<file path="src/rtl/ws2811_driver_if.sv">
// rtl/ws2811_driver_if.sv - colour request / serial output bundle for ws2811_driver
interface ws2811_driver_if;
   logic       enable;
   logic [7:0] red;
   logic [7:0] green;
   logic [7:0] blue;
   logic [7:0] ledindex;
   logic       dout;
   logic       busy;
   logic       frame_done;

   modport master (
      input  enable, red, green, blue,
      output ledindex, dout, busy, frame_done
   );

   modport slave (
      output enable, red, green, blue,
      input  ledindex, dout, busy, frame_done
   );
endinterface

</file>
<file path="src/rtl/ws2811_driver.sv">
// rtl/ws2811_driver.sv - WS2811 single-wire serialiser fed by ledcontroller colour lookups
// Define WS2811_GRB_ORDER_EN to send green, red, blue instead of red, green, blue.
module ws2811_driver #(
   parameter int NUM_LEDS      = 49,
   parameter int T0H_CYCLES    = 13,
   parameter int T1H_CYCLES    = 30,
   parameter int BIT_CYCLES    = 63,
   parameter int SETTLE_CYCLES = 16,
   parameter int RESET_CYCLES  = 3000
) (
   input logic           clk,
   input logic           rst_n,
   ws2811_driver_if.master bus
);

   localparam int SW = (SETTLE_CYCLES > 1) ? $clog2(SETTLE_CYCLES) : 1;
   localparam int PW = (BIT_CYCLES > 1)    ? $clog2(BIT_CYCLES)    : 1;
   localparam int RW = (RESET_CYCLES > 1)  ? $clog2(RESET_CYCLES)  : 1;

   localparam logic [7:0]    LAST_IDX   = 8'(NUM_LEDS - 1);
   localparam logic [SW-1:0] SETTLE_END = SW'(SETTLE_CYCLES - 1);
   localparam logic [PW-1:0] BIT_END    = PW'(BIT_CYCLES - 1);
   localparam logic [PW-1:0] T0H_END    = PW'(T0H_CYCLES - 1);
   localparam logic [PW-1:0] T1H_END    = PW'(T1H_CYCLES - 1);
   localparam logic [RW-1:0] RESET_END  = RW'(RESET_CYCLES - 1);

   if (!(T0H_CYCLES > 0 && T0H_CYCLES < T1H_CYCLES && T1H_CYCLES < BIT_CYCLES)) begin : g_bad_timing
      $error("ws2811_driver: require 0 < T0H_CYCLES < T1H_CYCLES < BIT_CYCLES");
   end
   if (NUM_LEDS < 1 || NUM_LEDS > 256) begin : g_bad_leds
      $error("ws2811_driver: NUM_LEDS must be 1..256");
   end
   if (SETTLE_CYCLES < 1 || RESET_CYCLES < 1) begin : g_bad_waits
      $error("ws2811_driver: SETTLE_CYCLES and RESET_CYCLES must be at least 1");
   end

   typedef enum logic [1:0] {IDLE, FETCH, SHIFT, LATCH} state_t;

   state_t        state;
   logic [SW-1:0] settle_cnt;
   logic [PW-1:0] phase_cnt;
   logic [RW-1:0] latch_cnt;
   logic [4:0]    bit_cnt;
   logic [23:0]   shift_reg;
   logic          last_led;
   logic [7:0]    ledindex_q;
   logic          dout_q;
   logic          busy_q;
   logic          frame_done_q;
   logic [23:0]   colour_word;
   logic [PW-1:0] high_end;

`ifdef WS2811_GRB_ORDER_EN
   assign colour_word = {bus.green, bus.red, bus.blue};
`else
   assign colour_word = {bus.red, bus.green, bus.blue};
`endif

   assign high_end = shift_reg[23] ? T1H_END : T0H_END;

   always_ff @(posedge clk or negedge rst_n) begin
      if (!rst_n) begin
         state        <= IDLE;
         settle_cnt   <= '0;
         phase_cnt    <= '0;
         latch_cnt    <= '0;
         bit_cnt      <= '0;
         shift_reg    <= '0;
         last_led     <= 1'b0;
         ledindex_q   <= '0;
         dout_q       <= 1'b0;
         busy_q       <= 1'b0;
         frame_done_q <= 1'b0;
      end else begin
         frame_done_q <= 1'b0;
         case (state)
            IDLE: begin
               dout_q     <= 1'b0;
               ledindex_q <= '0;
               if (bus.enable) begin
                  state      <= FETCH;
                  busy_q     <= 1'b1;
                  settle_cnt <= '0;
               end
            end

            FETCH: begin
               if (settle_cnt == SETTLE_END) begin
                  shift_reg <= colour_word;
                  bit_cnt   <= 5'd23;
                  phase_cnt <= '0;
                  dout_q    <= 1'b1;
                  last_led  <= (ledindex_q == LAST_IDX);
                  if (ledindex_q != LAST_IDX) ledindex_q <= ledindex_q + 8'd1;
                  state     <= SHIFT;
               end else begin
                  settle_cnt <= settle_cnt + 1'b1;
               end
            end

            SHIFT: begin
               if (phase_cnt == BIT_END) begin
                  phase_cnt <= '0;
                  if (bit_cnt != 5'd0) begin
                     bit_cnt   <= bit_cnt - 5'd1;
                     shift_reg <= {shift_reg[22:0], 1'b0};
                     dout_q    <= 1'b1;
                  end else if (last_led) begin
                     state      <= LATCH;
                     ledindex_q <= '0;
                     dout_q     <= 1'b0;
                     latch_cnt  <= '0;
                  end else begin
                     // Next LED starts on this edge so the stream stays gapless.
                     shift_reg <= colour_word;
                     bit_cnt   <= 5'd23;
                     dout_q    <= 1'b1;
                     last_led  <= (ledindex_q == LAST_IDX);
                     if (ledindex_q != LAST_IDX) ledindex_q <= ledindex_q + 8'd1;
                  end
               end else begin
                  phase_cnt <= phase_cnt + 1'b1;
                  if (phase_cnt == high_end) dout_q <= 1'b0;
               end
            end

            LATCH: begin
               dout_q <= 1'b0;
               if (latch_cnt == RESET_END) begin
                  frame_done_q <= 1'b1;
                  latch_cnt    <= '0;
                  if (bus.enable) begin
                     state      <= FETCH;
                     settle_cnt <= '0;
                  end else begin
                     state  <= IDLE;
                     busy_q <= 1'b0;
                  end
               end else begin
                  latch_cnt <= latch_cnt + 1'b1;
               end
            end

            default: state <= IDLE;
         endcase
      end
   end

   assign bus.ledindex   = ledindex_q;
   assign bus.dout       = dout_q;
   assign bus.busy       = busy_q;
   assign bus.frame_done = frame_done_q;

endmodule

</file>
<file path="src/flat_wrapper.sv">
// flat-port wrapper written by rule: the top's interface ports become plain ports
module ws2811_driver_flat 
#(
   parameter int NUM_LEDS      = 49,
   parameter int T0H_CYCLES    = 13,
   parameter int T1H_CYCLES    = 30,
   parameter int BIT_CYCLES    = 63,
   parameter int SETTLE_CYCLES = 16,
   parameter int RESET_CYCLES  = 3000
)
  (clk, rst_n, bus_enable, bus_red, bus_green, bus_blue, bus_ledindex, bus_dout, bus_busy, bus_frame_done);
  ws2811_driver_if bus_i ();
  input logic clk;
  input logic rst_n;
  input wire logic [$bits(bus_i.enable)-1:0] bus_enable;
  input wire logic [$bits(bus_i.red)-1:0] bus_red;
  input wire logic [$bits(bus_i.green)-1:0] bus_green;
  input wire logic [$bits(bus_i.blue)-1:0] bus_blue;
  output wire logic [$bits(bus_i.ledindex)-1:0] bus_ledindex;
  output wire logic [$bits(bus_i.dout)-1:0] bus_dout;
  output wire logic [$bits(bus_i.busy)-1:0] bus_busy;
  output wire logic [$bits(bus_i.frame_done)-1:0] bus_frame_done;
  assign bus_i.enable = bus_enable;
  assign bus_i.red = bus_red;
  assign bus_i.green = bus_green;
  assign bus_i.blue = bus_blue;
  assign bus_ledindex = bus_i.ledindex;
  assign bus_dout = bus_i.dout;
  assign bus_busy = bus_i.busy;
  assign bus_frame_done = bus_i.frame_done;
  ws2811_driver #(.NUM_LEDS(NUM_LEDS), .T0H_CYCLES(T0H_CYCLES), .T1H_CYCLES(T1H_CYCLES), .BIT_CYCLES(BIT_CYCLES), .SETTLE_CYCLES(SETTLE_CYCLES), .RESET_CYCLES(RESET_CYCLES)) u_core (.clk(clk), .rst_n(rst_n), .bus(bus_i));
endmodule
</file>
<file path="config.mk">
export PLATFORM = sky130hd
export DESIGN_NAME = ws2811_driver_flat
export DESIGN_NICKNAME = d
export VERILOG_FILES = /design/src/rtl/ws2811_driver_if.sv /design/src/rtl/ws2811_driver.sv /design/src/flat_wrapper.sv
export SDC_FILE = /design/constraint.sdc
export NUM_CORES = 1
export LEC_CHECK = 0
export CAP_MARGIN = 15
export CORE_AREA = 3 3 80 82
export DETAILED_ROUTE_END_ITERATION = 10
export DIE_AREA = 0 0 83 85
export HOLD_SLACK_MARGIN = 0.08
export PLACE_DENSITY_LB_ADDON = 0.25
export SLEW_MARGIN = 20
export SYNTH_ARGS = -nofsm -noshare
export SYNTH_HDL_FRONTEND = slang
export SYNTH_SLANG_ARGS = --single-unit
</file>
<file path="constraint.sdc">
create_clock -name clk -period 7.12 [get_ports clk]
set_input_delay 2.136 -clock clk [delete_from_list [all_inputs] [get_ports clk]]
set_output_delay 2.136 -clock clk [all_outputs]
set_load 0.02 [all_outputs]
</file>
* Word-level counts from Yosys, hierarchy flattened
Cells that the tools add are included.
** Word-level totals
- Register bits :: 65
- Latch bits :: 0
- Bits in writable memories :: 0
- Bits of input ports :: 27
- Logic and storage cells :: 106
- Output and inout bits :: 11
- Memories :: 0
- ROM bits :: 0
** Operators by class
- Add/sub/neg operators :: 5
- Div/mod/pow operators :: 0
- Reduce and logical (&&, ||, !) cells :: 17
- Mux-type cells :: 54
- Bitwise gates (word level) :: 0
- Magnitude comparators :: 0
- Shifts and indexed selects :: 0
- $mul :: 0
- Eq/ne operators :: 19
** Operators with widths (count)
- $mux 24 :: 4
- $mux 12 :: 4
- $pmux 24 s2 :: 1
- $mux 8 :: 5
- $mux 5 :: 5
- $pmux 12 s2 :: 1
- $pmux 8 s3 :: 1
- $reduce_and 4->1 :: 5
- $mux 1 :: 15
- $add 12x1->12 const B :: 1
- $eq 12x12->1 const B :: 1
- $mux 2 :: 6
- $mux 4 :: 3
- $mux 6 :: 2
- $pmux 4 s3 :: 1
- $pmux 6 s2 :: 1
- $pmux 5 s2 :: 1
- $add 8x1->8 const B :: 1
- $eq 8x6->1 const B :: 1
- $ne 2x1->1 const B :: 4
- $ne 2x2->1 const B :: 4
- $ne 8x6->1 const B :: 1
- $pmux 2 s4 :: 1
- $add 6x1->6 const B :: 1
- 19 further kinds :: 25

* Longest topological paths before layout
Gate-level depths: netlist (run 1).
- Depth in word-level cells :: 6
- Gate-level depth with buffers :: 10
- Mapped depth without buffers :: 7

* Worst setup path after synthesis (run 1)
Ideal clock, no wire load.
- Path type :: input-to-reg
- From :: in bus_enable
- To :: reg u_core.state[1]
- Library setup time :: 0.128 ns
- Cell stages on the path :: 2
- Buffers on the path :: 0
- Arrival :: 2.570 ns
- Data required time :: 6.992 ns
- Path slack :: 4.422 ns
- Cell sequence :: o21ai_1 > mux2_1
** Between the ends
- Word-level cells in the longest chain between the ends :: 2
** RTL lines
- start: declaration :: RTL line flat_wrapper.sv:15 : input wire logic [$bits(bus_i.enable)-1:0] bus_enable;
- $ne 2x2->1 (no source line)
- $reduce_and 6->1 (no source line)
- end signal: assignment :: RTL line ws2811_driver.sv:63 : state <= IDLE;
- end signal: assignment :: RTL line ws2811_driver.sv:81 : state <= FETCH;
- end signal: assignment :: RTL line ws2811_driver.sv:95 : state <= SHIFT;
- end: declaration :: RTL line ws2811_driver.sv:39 : state_t state;
No other way between the ends.
A chain may end at the register's enable or synchronous reset.

* Final worst setup path (run 1)
- From :: reg u_core.ledindex_q[3] (netlist: u_core.bus.ledindex[3])
- To :: out bus_ledindex[3]
** RTL lines
- start: declaration :: RTL line ws2811_driver.sv:46 : logic [7:0] ledindex_q;
- start signal: assignment :: RTL line ws2811_driver.sv:94 : if (ledindex_q != LAST_IDX) ledindex_q <= ledindex_q + 8'd1;
- start signal: assignment :: RTL line ws2811_driver.sv:119 : if (ledindex_q != LAST_IDX) ledindex_q <= ledindex_q + 8'd1;
- end: declaration :: RTL line flat_wrapper.sv:19 : output wire logic [$bits(bus_i.ledindex)-1:0] bus_ledindex;
No word-level cell between the ends.

==> results.toml, run 1 <==
[route]
drc = 0
antenna_left = 0
route.vias.total = 2892
vias_per_cell = 5.93
wl_mm = 6.92
dr.pass1.iters = 4
dr.first_iter.drc_count = 157
wl_per_cell_um = 14.2

[grt]
grt_pass1_vias = 2646
grt_pass1_wl_mm = 11.8
antenna_found_initial = 0
track_usage_pct = 20.6
gr-total-overflow = 0
grt_max_degree = 66

[critical_path]
required_ns = 4.98
crit_family = "buffers and inverters"
crit_chain = "clkdlybuf4s50_1"
crit_fanout = 7
crit_cells = 1
end_kind = "output port"
criticalPathCategory = "flip-flop to output port"
arrival_ns = 1.42
max_stage_delay_ns = 0.64
cp_num_buf_inv = 1
reg2reg_depth = 7
crit_path_top_delay_cell = "clkdlybuf4s50_1"
startpoint_type = "flip-flop"

[floorplanning]
coreArea_sq_um = 5820
initial_core_util_pct = 59.2
dieWidth_um = 83
die_h_um = 85
ios = 38
rows = 28
die_area_sq_um = 7060

[cells_and_area]
mostFrequentLayoutCells = "65 x dfrtp_1, 60 x nor2_1, 36 x clkdlybuf4s50_1"
layout-drive-gt1-share_pct = 7.26
stdcell_area_sq_um = 4050
area_growth_pct = 17.7
fin_util_pct = 69.6
final_common_cell = "dfrtp_1"
largest_reg_flops = 24
diodes = 0
nets = 446

[logic_synthesis]
yosysTopAreaCell = "dfrtp_1"
netlist_area_sq_um = 3440
yosys_warnings = 0
synth_edf_count = 0
ys_seq_elements = 65
yosys-top-cells-area = "dfrtp_1 47%, nor2_1 6.5%, o21ai_0 4.7%, ha_1 4.0%, o22ai_1 3.5%"
syn_nets = 416
synth.top_cell.area_share_pct = 47.3
syn_avg_cell_area_sq_um = 9.11
syn_inst = 378
yosysSeqAreaShare_pct = 47.3
synth_cell_types = 47
synthFlopType = "dfrtp_1"
async_flop_share_pct = 100

[timing]
setup_viol = 0
fin_ws_ns = 3.56
final.min_clock_period_ns = 3.56
hold_viol = 0
rsz0062_at_grt = "no"
finClkSkew_ns = 0.00667
finalCritPeriodShare_pct = 49.9
tightest_slew_ns = 0.972
fmax_mhz = 281
drv_slew = 0
fin_tns_setup_ns = 0
slew_headroom_pct = 34.9

[cts]
cts_tree = "yes"
ctsHtreeMaxLevel = 3
numCtsBuffers = 9
clk_latency_ns = 0.34
clockBufferDepth = 2
cts-resized-gates = 0
path_clk_slew_ns = 0.07
postCtsSetupRepairBufs = 0
cts_sinks = 65
cts_root_buffer = "clkbuf_8"
cts_hold_buf = 0

[placed_design]
dpl_cell_area_sq_um = 3800
portBuffers = 37
globalplace.congestion = 0.816
hpwl_mm = 4.64
dp_slack_ns = 3.79

[status]
status = "finished, final reports clean"

[hold_path]
min_path_type = "flip-flop to flip-flop"
min_path_cells = 2

[power_and_ir_drop]
powerDensity_nw_per_um2 = 401
power_w = 0.00162
leakage_nw = 1.71
ir_drop_mv = 0.254

[flow_run]
cap_violations = 0
## synthesized netlist by cell type, drive strengths merged, types with 4 or more instances
cell type and number:
a21oi 14, a31oi 6, and2 4, and3 5, buf 9, clkbuf 11
dfrtp 65, ha 11, inv 15, mux2i 5, nand2 29, nand2b 5
nand3 13, nand4 7, nor2 61, nor2b 6, nor3 6, o21ai 34
o22ai 19, o31ai 15, o41ai 6, or3 5
## stage by stage
step	std cells	hold slack [ns]
finish	488	0.493
global route	488	0.529
detailed placement	472	0.480
floorplan	378	0.454
CTS	488	0.505
global placement	472	0.468
## power by group
| part | leakage, nW | switching (W) | total [W] | internal (W) |
|---|---|---|---|---|
| logic | 0.784 | 0.000414 | 0.000674 | 0.000260 |
| registers | 0.804 | 0.0000816 | 0.000567 | 0.000486 |
| clock network | 0.120 | 0.000141 | 0.000382 | 0.000242 |
## layout make-up
cell class / instances / area, sq um
sequential: 65 / 1630
timing repair buffer: 39 / 380
fill: 467 / 1770
multi-input combinational: 278 / 1650
inverter: 15 / 56.3
tap: 75 / 93.8
clock buffer: 11 / 141
clock inverter: 5 / 103
## routing by layer
metal	global-route usage, %	share of wire [%]	vias up
met5	0	0	-
met4	8.77	1.8	0
met3	5.34	4.1	12
met2	34.4	48	59
met1	25.6	46	1395
li1	-	-	1426
## kinds of logic (layout without fill, tap and decap cells)
kind of cell    Yosys count  count (layout)  synth area share, %
buf+inv                  35              70                 4.87
flops                    65              65                 47.3
mux                       8               8                 2.44
fa+ha+maj                11              11                 4.00
simple gates            155             155                 22.0
compound gates          104             104                 19.5
## path summary, 6_finish.rpt
check                                                   startpoint                                 end  slack, ns
worst max-delay path            u_core.bus.ledindex[3]$_DFFE_PN0P_                     bus_ledindex[3]       3.56
worst min-delay path                   u_core.bus.dout$_DFFE_PN0P_         u_core.bus.dout$_DFFE_PN0P_       0.49
worst max register to register     u_core.phase_cnt[0]$_DFFE_PN0P_  u_core.bus.ledindex[7]$_DFFE_PN0P_       4.09
worst min register to register         u_core.bus.dout$_DFFE_PN0P_         u_core.bus.dout$_DFFE_PN0P_       0.49
max in group asynchronous                                    rst_n     u_core.shift_reg[9]$_DFFE_PN0P_       4.64
min in group asynchronous                                    rst_n  u_core.bus.ledindex[7]$_DFFE_PN0P_       1.96
Power figures use the tool's default switching activity.
==> inputs of run 2 (changes only) <==
CORE_AREA = 3 3 83 85   (was 3 3 80 82)
DIE_AREA = 0 0 86 88   (was 0 0 83 85)
clock period = 3.6 ns   (was 7.12 ns; I/O delays follow)
==> run 2 against run 1 <==
First-iteration DRC count fell by 24%. Clock power rose by 91%. Cell count rose by 1.0%. Sequential power rose by 98%. Global-route usage fell by 0.67 points. Clock-buffer cell count rose by 1. Non-clock buffer count rose by 3. Design area rose by 0.77%. Critical path depth rose by 6. Clock skew rose by 0.0024 ns. Via count fell by 1.1%.
==> results.toml, run 2 (synthesized netlist as in run 1, its figures left out) <==
[critical_path]
max_stage_delay_ns = 0.73
reg2reg_depth = 7
r2r-start = "u_core.phase_cnt[0]$_DFFE_PN0P_"
r2r_slack_ns = 0.66
critPathLaunch = "u_core.phase_cnt[0]$_DFFE_PN0P_"
arrival_ns = 3.19
startpoint_type = "flip-flop"
crit_end = "u_core.bus.ledindex[7]$_DFFE_PN0P_"
required_ns = 3.85
end_kind = "flip-flop"
crit_cells = 7
cp_num_buf_inv = 1
crit_chain = "inv_1 -> ha_1 -> nand2_1 -> o21ai_0 -> nand4_1 -> or3_4 -> o31ai_1"
crit_path_top_delay_cell = "o21ai_0"
criticalPathCategory = "flip-flop to flip-flop"
crit_family = "simple AND/OR/NAND/NOR gates"
crit_fanout = 12
r2r_end = "u_core.bus.ledindex[7]$_DFFE_PN0P_"

[cells_and_area]
nets = 449
final_common_cell = "dfrtp_1"
stdcell_area_sq_um = 4080
area_growth_pct = 18.6
diodes = 0
largest_reg_flops = 24
layout-drive-gt1-share_pct = 7.93
fin_util_pct = 65.0
mostFrequentLayoutCells = "65 x dfrtp_1, 60 x nor2_1, 36 x clkdlybuf4s50_1"

[grt]
gr-total-overflow = 0
track_usage_pct = 20.0
antenna_found_initial = 0
grt_max_degree = 39
grt_pass1_vias = 2745
grt_pass1_wl_mm = 12.1

[route]
vias_per_cell = 5.80
route.vias.total = 2861
dr.first_iter.drc_count = 119
wl_mm = 6.89
wl_per_cell_um = 14.0
drc = 0
dr.pass1.iters = 4
antenna_left = 0

[timing]
fin_tns_setup_ns = 0
finalCritPeriodShare_pct = 81.7
drv_slew = 0
setup_viol = 0
hold_viol = 0
tightest_slew_ns = 1.02
fmax_mhz = 340
rsz0062_at_grt = "no"
final.min_clock_period_ns = 2.94
finClkSkew_ns = 0.00903
slew_headroom_pct = 31.9

[floorplanning]
die_h_um = 88
ios = 38
rows = 29
coreArea_sq_um = 6280
initial_core_util_pct = 54.8
dieWidth_um = 86
die_area_sq_um = 7570

[power_and_ir_drop]
p_int_w = 0.00195
pwr-share-comb_pct = 42.2
leakage_nw = 1.73
ir_drop_mv = 0.400
power_w = 0.00320
p_clk_share_pct = 22.7
power.switching_w = 0.00125
powerDensity_nw_per_um2 = 784
p_seq_share_pct = 35.0
swShare_pct = 39.2

[cts]
clk_latency_ns = 0.34
postCtsSetupRepairBufs = 0
cts-resized-gates = 0
cts_tree = "yes"
cts_sinks = 65
ctsHtreeMaxLevel = 3
path_clk_slew_ns = 0.07
cts_hold_buf = 0
clockBufferDepth = 2
cts_root_buffer = "clkbuf_8"
numCtsBuffers = 9

[placed_design]
dpl_cell_area_sq_um = 3840
portBuffers = 37
globalplace.congestion = 0.819
hpwl_mm = 4.71

[status]
status = "finished, final reports clean"

[flow_run]
cap_violations = 0

[hold_path]
min_path_type = "flip-flop to flip-flop"
hold_start = "u_core.bus.dout$_DFFE_PN0P_"
## run 2: cell type report
type | instances | area, sq um
fill | 534 | 2200
multi-input combinational | 278 | 1650
sequential | 65 | 1630
timing repair buffer | 42 | 415
clock buffer | 12 | 165
tap | 77 | 96.3
clock inverter | 4 | 73.8
inverter | 15 | 56.3
## run 2: layer usage
metal | vias to the layer above | share of wire, % | wire length [um] | GRT usage [%]
met5 | - | 0 | 0 | 0
met4 | 0 | 1.1 | 79 | 8.06
met3 | 10 | 4.1 | 280 | 3.67
met2 | 55 | 49 | 3360 | 32.1
met1 | 1365 | 46 | 3170 | 26.8
li1 | 1431 | - | - | -
## run 2: worst min path at each step
stage	end	slack, ns	depth (start not counted)
global route	u_core.latch_cnt[11]$_DFFE_PN0P_	0.52	1
CTS	u_core.bus.dout$_DFFE_PN0P_	0.49	2
floorplan	u_core.bit_cnt[4]$_DFFE_PN0P_	0.45	2
global placement	u_core.bus.dout$_DFFE_PN0P_	0.46	2
finish	u_core.bus.dout$_DFFE_PN0P_	0.48	2
detailed placement	u_core.bus.dout$_DFFE_PN0P_	0.47	2
## run 2: worst reg2reg max path: stages (launching register included)
cell     delay [ns]
dfrtp_1        0.46
inv_1          0.09
ha_1           0.14
nand2_1        0.09
o21ai_0        0.73
nand4_1        0.55
or3_4          0.57
o31ai_1        0.23
## run 2: power by group through the flow
stage          Clock [W]  Sequential (W)  Combinational [W]
2_1_floorplan          0         0.00112            0.00110
3_3_place_gp           0         0.00113            0.00132
3_5_place_dp           0         0.00113            0.00136
4_1_cts         0.000744         0.00112            0.00137
5_1_grt         0.000776         0.00115            0.00157
6_report        0.000728         0.00112            0.00135
## run 2: metrics by stage
stage	hold WS, ns	setup WS (ns)	cells
after global placement	0.465	0.757	477
after CTS	0.487	0.634	493
after global routing	0.518	0.222	493
after detailed placement	0.472	0.679	477
after floorplan	0.454	1.37	378
final	0.477	0.660	493
==> inputs of run 3 (changes only) <==
clock period = 3.1 ns   (was 3.6 ns; I/O delays follow)
==> run 3 against run 2 <==
Die area unchanged. Highest routed layer unchanged. First-iteration DRC count increased by 29%. Hold slack better by 0.025 ns. Cell count grew 0.61%. Sequential cell count stayed put. Largest cell class unchanged.
==> results.toml, run 3 (synthesized netlist as in run 1, its figures left out) <==
[cts]
ctsHtreeMaxLevel = 3
clockBufferDepth = 2
cts_root_buffer = "clkbuf_8"
clk_latency_ns = 0.34
cts_hold_buf = 0
path_clk_slew_ns = 0.07
numCtsBuffers = 9
postCtsSetupRepairBufs = 0
cts_sinks = 65
cts-resized-gates = 0
cts_tree = "yes"

[hold_path]
min_path_type = "flip-flop to flip-flop"

[cells_and_area]
final_common_cell = "dfrtp_1"
nets = 452
diodes = 0
area_growth_pct = 18.7
mostFrequentLayoutCells = "65 x dfrtp_1, 60 x nor2_1, 36 x clkdlybuf4s50_1"
stdcell_area_sq_um = 4090
fin_cells = 496
fillerInstances = 547
largest_reg_flops = 24
layout-drive-gt1-share_pct = 8.35

[critical_path]
startpoint_type = "flip-flop"
r2r_slack_ns = 0.42
crit_end = "u_core.shift_reg[1]$_DFFE_PN0P_"
crit_chain = "inv_1 -> ha_1 -> or4b_1 -> or3_1 -> and3_1 -> buf_4 -> o22ai_1 -> nor2_1"
max_stage_delay_ns = 0.57
r2r-start = "u_core.bit_cnt[0]$_DFFE_PN0P_"
cp_num_buf_inv = 2
arrival_ns = 2.91
critPathLaunch = "u_core.bit_cnt[0]$_DFFE_PN0P_"
crit_fanout = 17
crit_family = "simple AND/OR/NAND/NOR gates"
end_kind = "flip-flop"
crit_cells = 8
required_ns = 3.33
criticalPathCategory = "flip-flop to flip-flop"
r2r_end = "u_core.shift_reg[1]$_DFFE_PN0P_"
reg2reg_depth = 8
crit_path_top_delay_cell = "or4b_1"

[timing]
slew_headroom_pct = 46.2
tightest_slew_ns = 0.804
fmax_mhz = 373
drv_slew = 0
final.min_clock_period_ns = 2.68
fin_ws_ns = 0.417
fin_tns_setup_ns = 0
finClkSkew_ns = 0.00635
finalCritPeriodShare_pct = 86.6
setup_viol = 0
rsz0062_at_grt = "no"
hold_viol = 0

[placed_design]
dp_cells = 480
dpl_cell_area_sq_um = 3860
dp_slack_ns = 0.489
globalplace.congestion = 0.842
portBuffers = 37
hpwl_mm = 5.04

[floorplanning]
coreArea_sq_um = 6280
dieWidth_um = 86
die_area_sq_um = 7570
initial_core_util_pct = 54.8
ios = 38
die_h_um = 88
rows = 29

[grt]
track_usage_pct = 20.8
grt_pass1_vias = 2771
use_met1_pct = 26.8
grt_max_degree = 39
gr-total-overflow = 0
grt_use_met3_pct = 7.43
use_met2_pct = 33.8
grt_pass1_wl_mm = 12.5
grt_most_used_layer = "met2"
antenna_found_initial = 0

[route]
vias_per_cell = 5.86
wl_mm = 7.11
antenna_left = 0
route.vias.total = 2905
dr.pass1.iters = 4
drc = 0
dr.first_iter.drc_count = 154
wl_per_cell_um = 14.3

[flow_run]
cap_violations = 0

[power_and_ir_drop]
powerDensity_nw_per_um2 = 913
ir_drop_mv = 0.494
leakage_nw = 1.72

[status]
status = "finished, final reports clean"
==> run 3: through the flow <==
step,total power (W),hold WS [ns],util [%]
finish,0.00373,0.502,65.1
global route,0.00406,0.535,65.1
CTS,0.00376,0.505,65.1
detailed placement,0.00295,0.486,61.6
global placement,0.00287,0.474,61.6
floorplan,0.00258,0.454,-
==> run 3: how the worst min path moves through the flow <==
stage	slack (ns)	from	endpoint	cells past startpoint
after floorplan	0.45	u_core.bit_cnt[4]$_DFFE_PN0P_	u_core.bit_cnt[4]$_DFFE_PN0P_	2
after global placement	0.47	u_core.bus.dout$_DFFE_PN0P_	u_core.bus.dout$_DFFE_PN0P_	2
after detailed placement	0.49	u_core.bit_cnt[4]$_DFFE_PN0P_	u_core.bit_cnt[4]$_DFFE_PN0P_	2
after CTS	0.50	u_core.bit_cnt[4]$_DFFE_PN0P_	u_core.bit_cnt[4]$_DFFE_PN0P_	2
after global routing	0.53	u_core.latch_cnt[11]$_DFFE_PN0P_	u_core.latch_cnt[11]$_DFFE_PN0P_	1
final	0.50	u_core.bit_cnt[4]$_DFFE_PN0P_	u_core.bit_cnt[4]$_DFFE_PN0P_	2
==> run 3: layer usage <==
metal	wire length, um	share of wire [%]
met1	3230	45
met4	49	0.69
met3	297	4.2
met5	0	0
met2	3530	50
==> run 3: area by class of cell <==
class	instances	area, sq um	share of cell area [%]
multi-input cells	278	1650	40.3
clock buffers	10	128	3.12
clock inverters	6	92.6	2.27
repair buffers	45	438	10.7
flip-flops and latches	65	1630	39.8
inverters	15	56.3	1.38
well taps	77	96.3	2.36
==> run 3: power by group <==
group | internal, W | switching (W) | total [W]
logic | 0.000655 | 0.000976 | 0.00163
clock network | 0.000455 | 0.000337 | 0.000793
registers | 0.00111 | 0.000190 | 0.00130
total | 0.00223 | 0.00150 | 0.00373
==> run 3: worst min-delay path, delay by kind of cell, from the launching register on <==
kind	cells	cell delay, ns
flip-flops	1	0.35
AO/OA/AOI/OAI	1	0.07
AND/OR/NAND/NOR	1	0.06
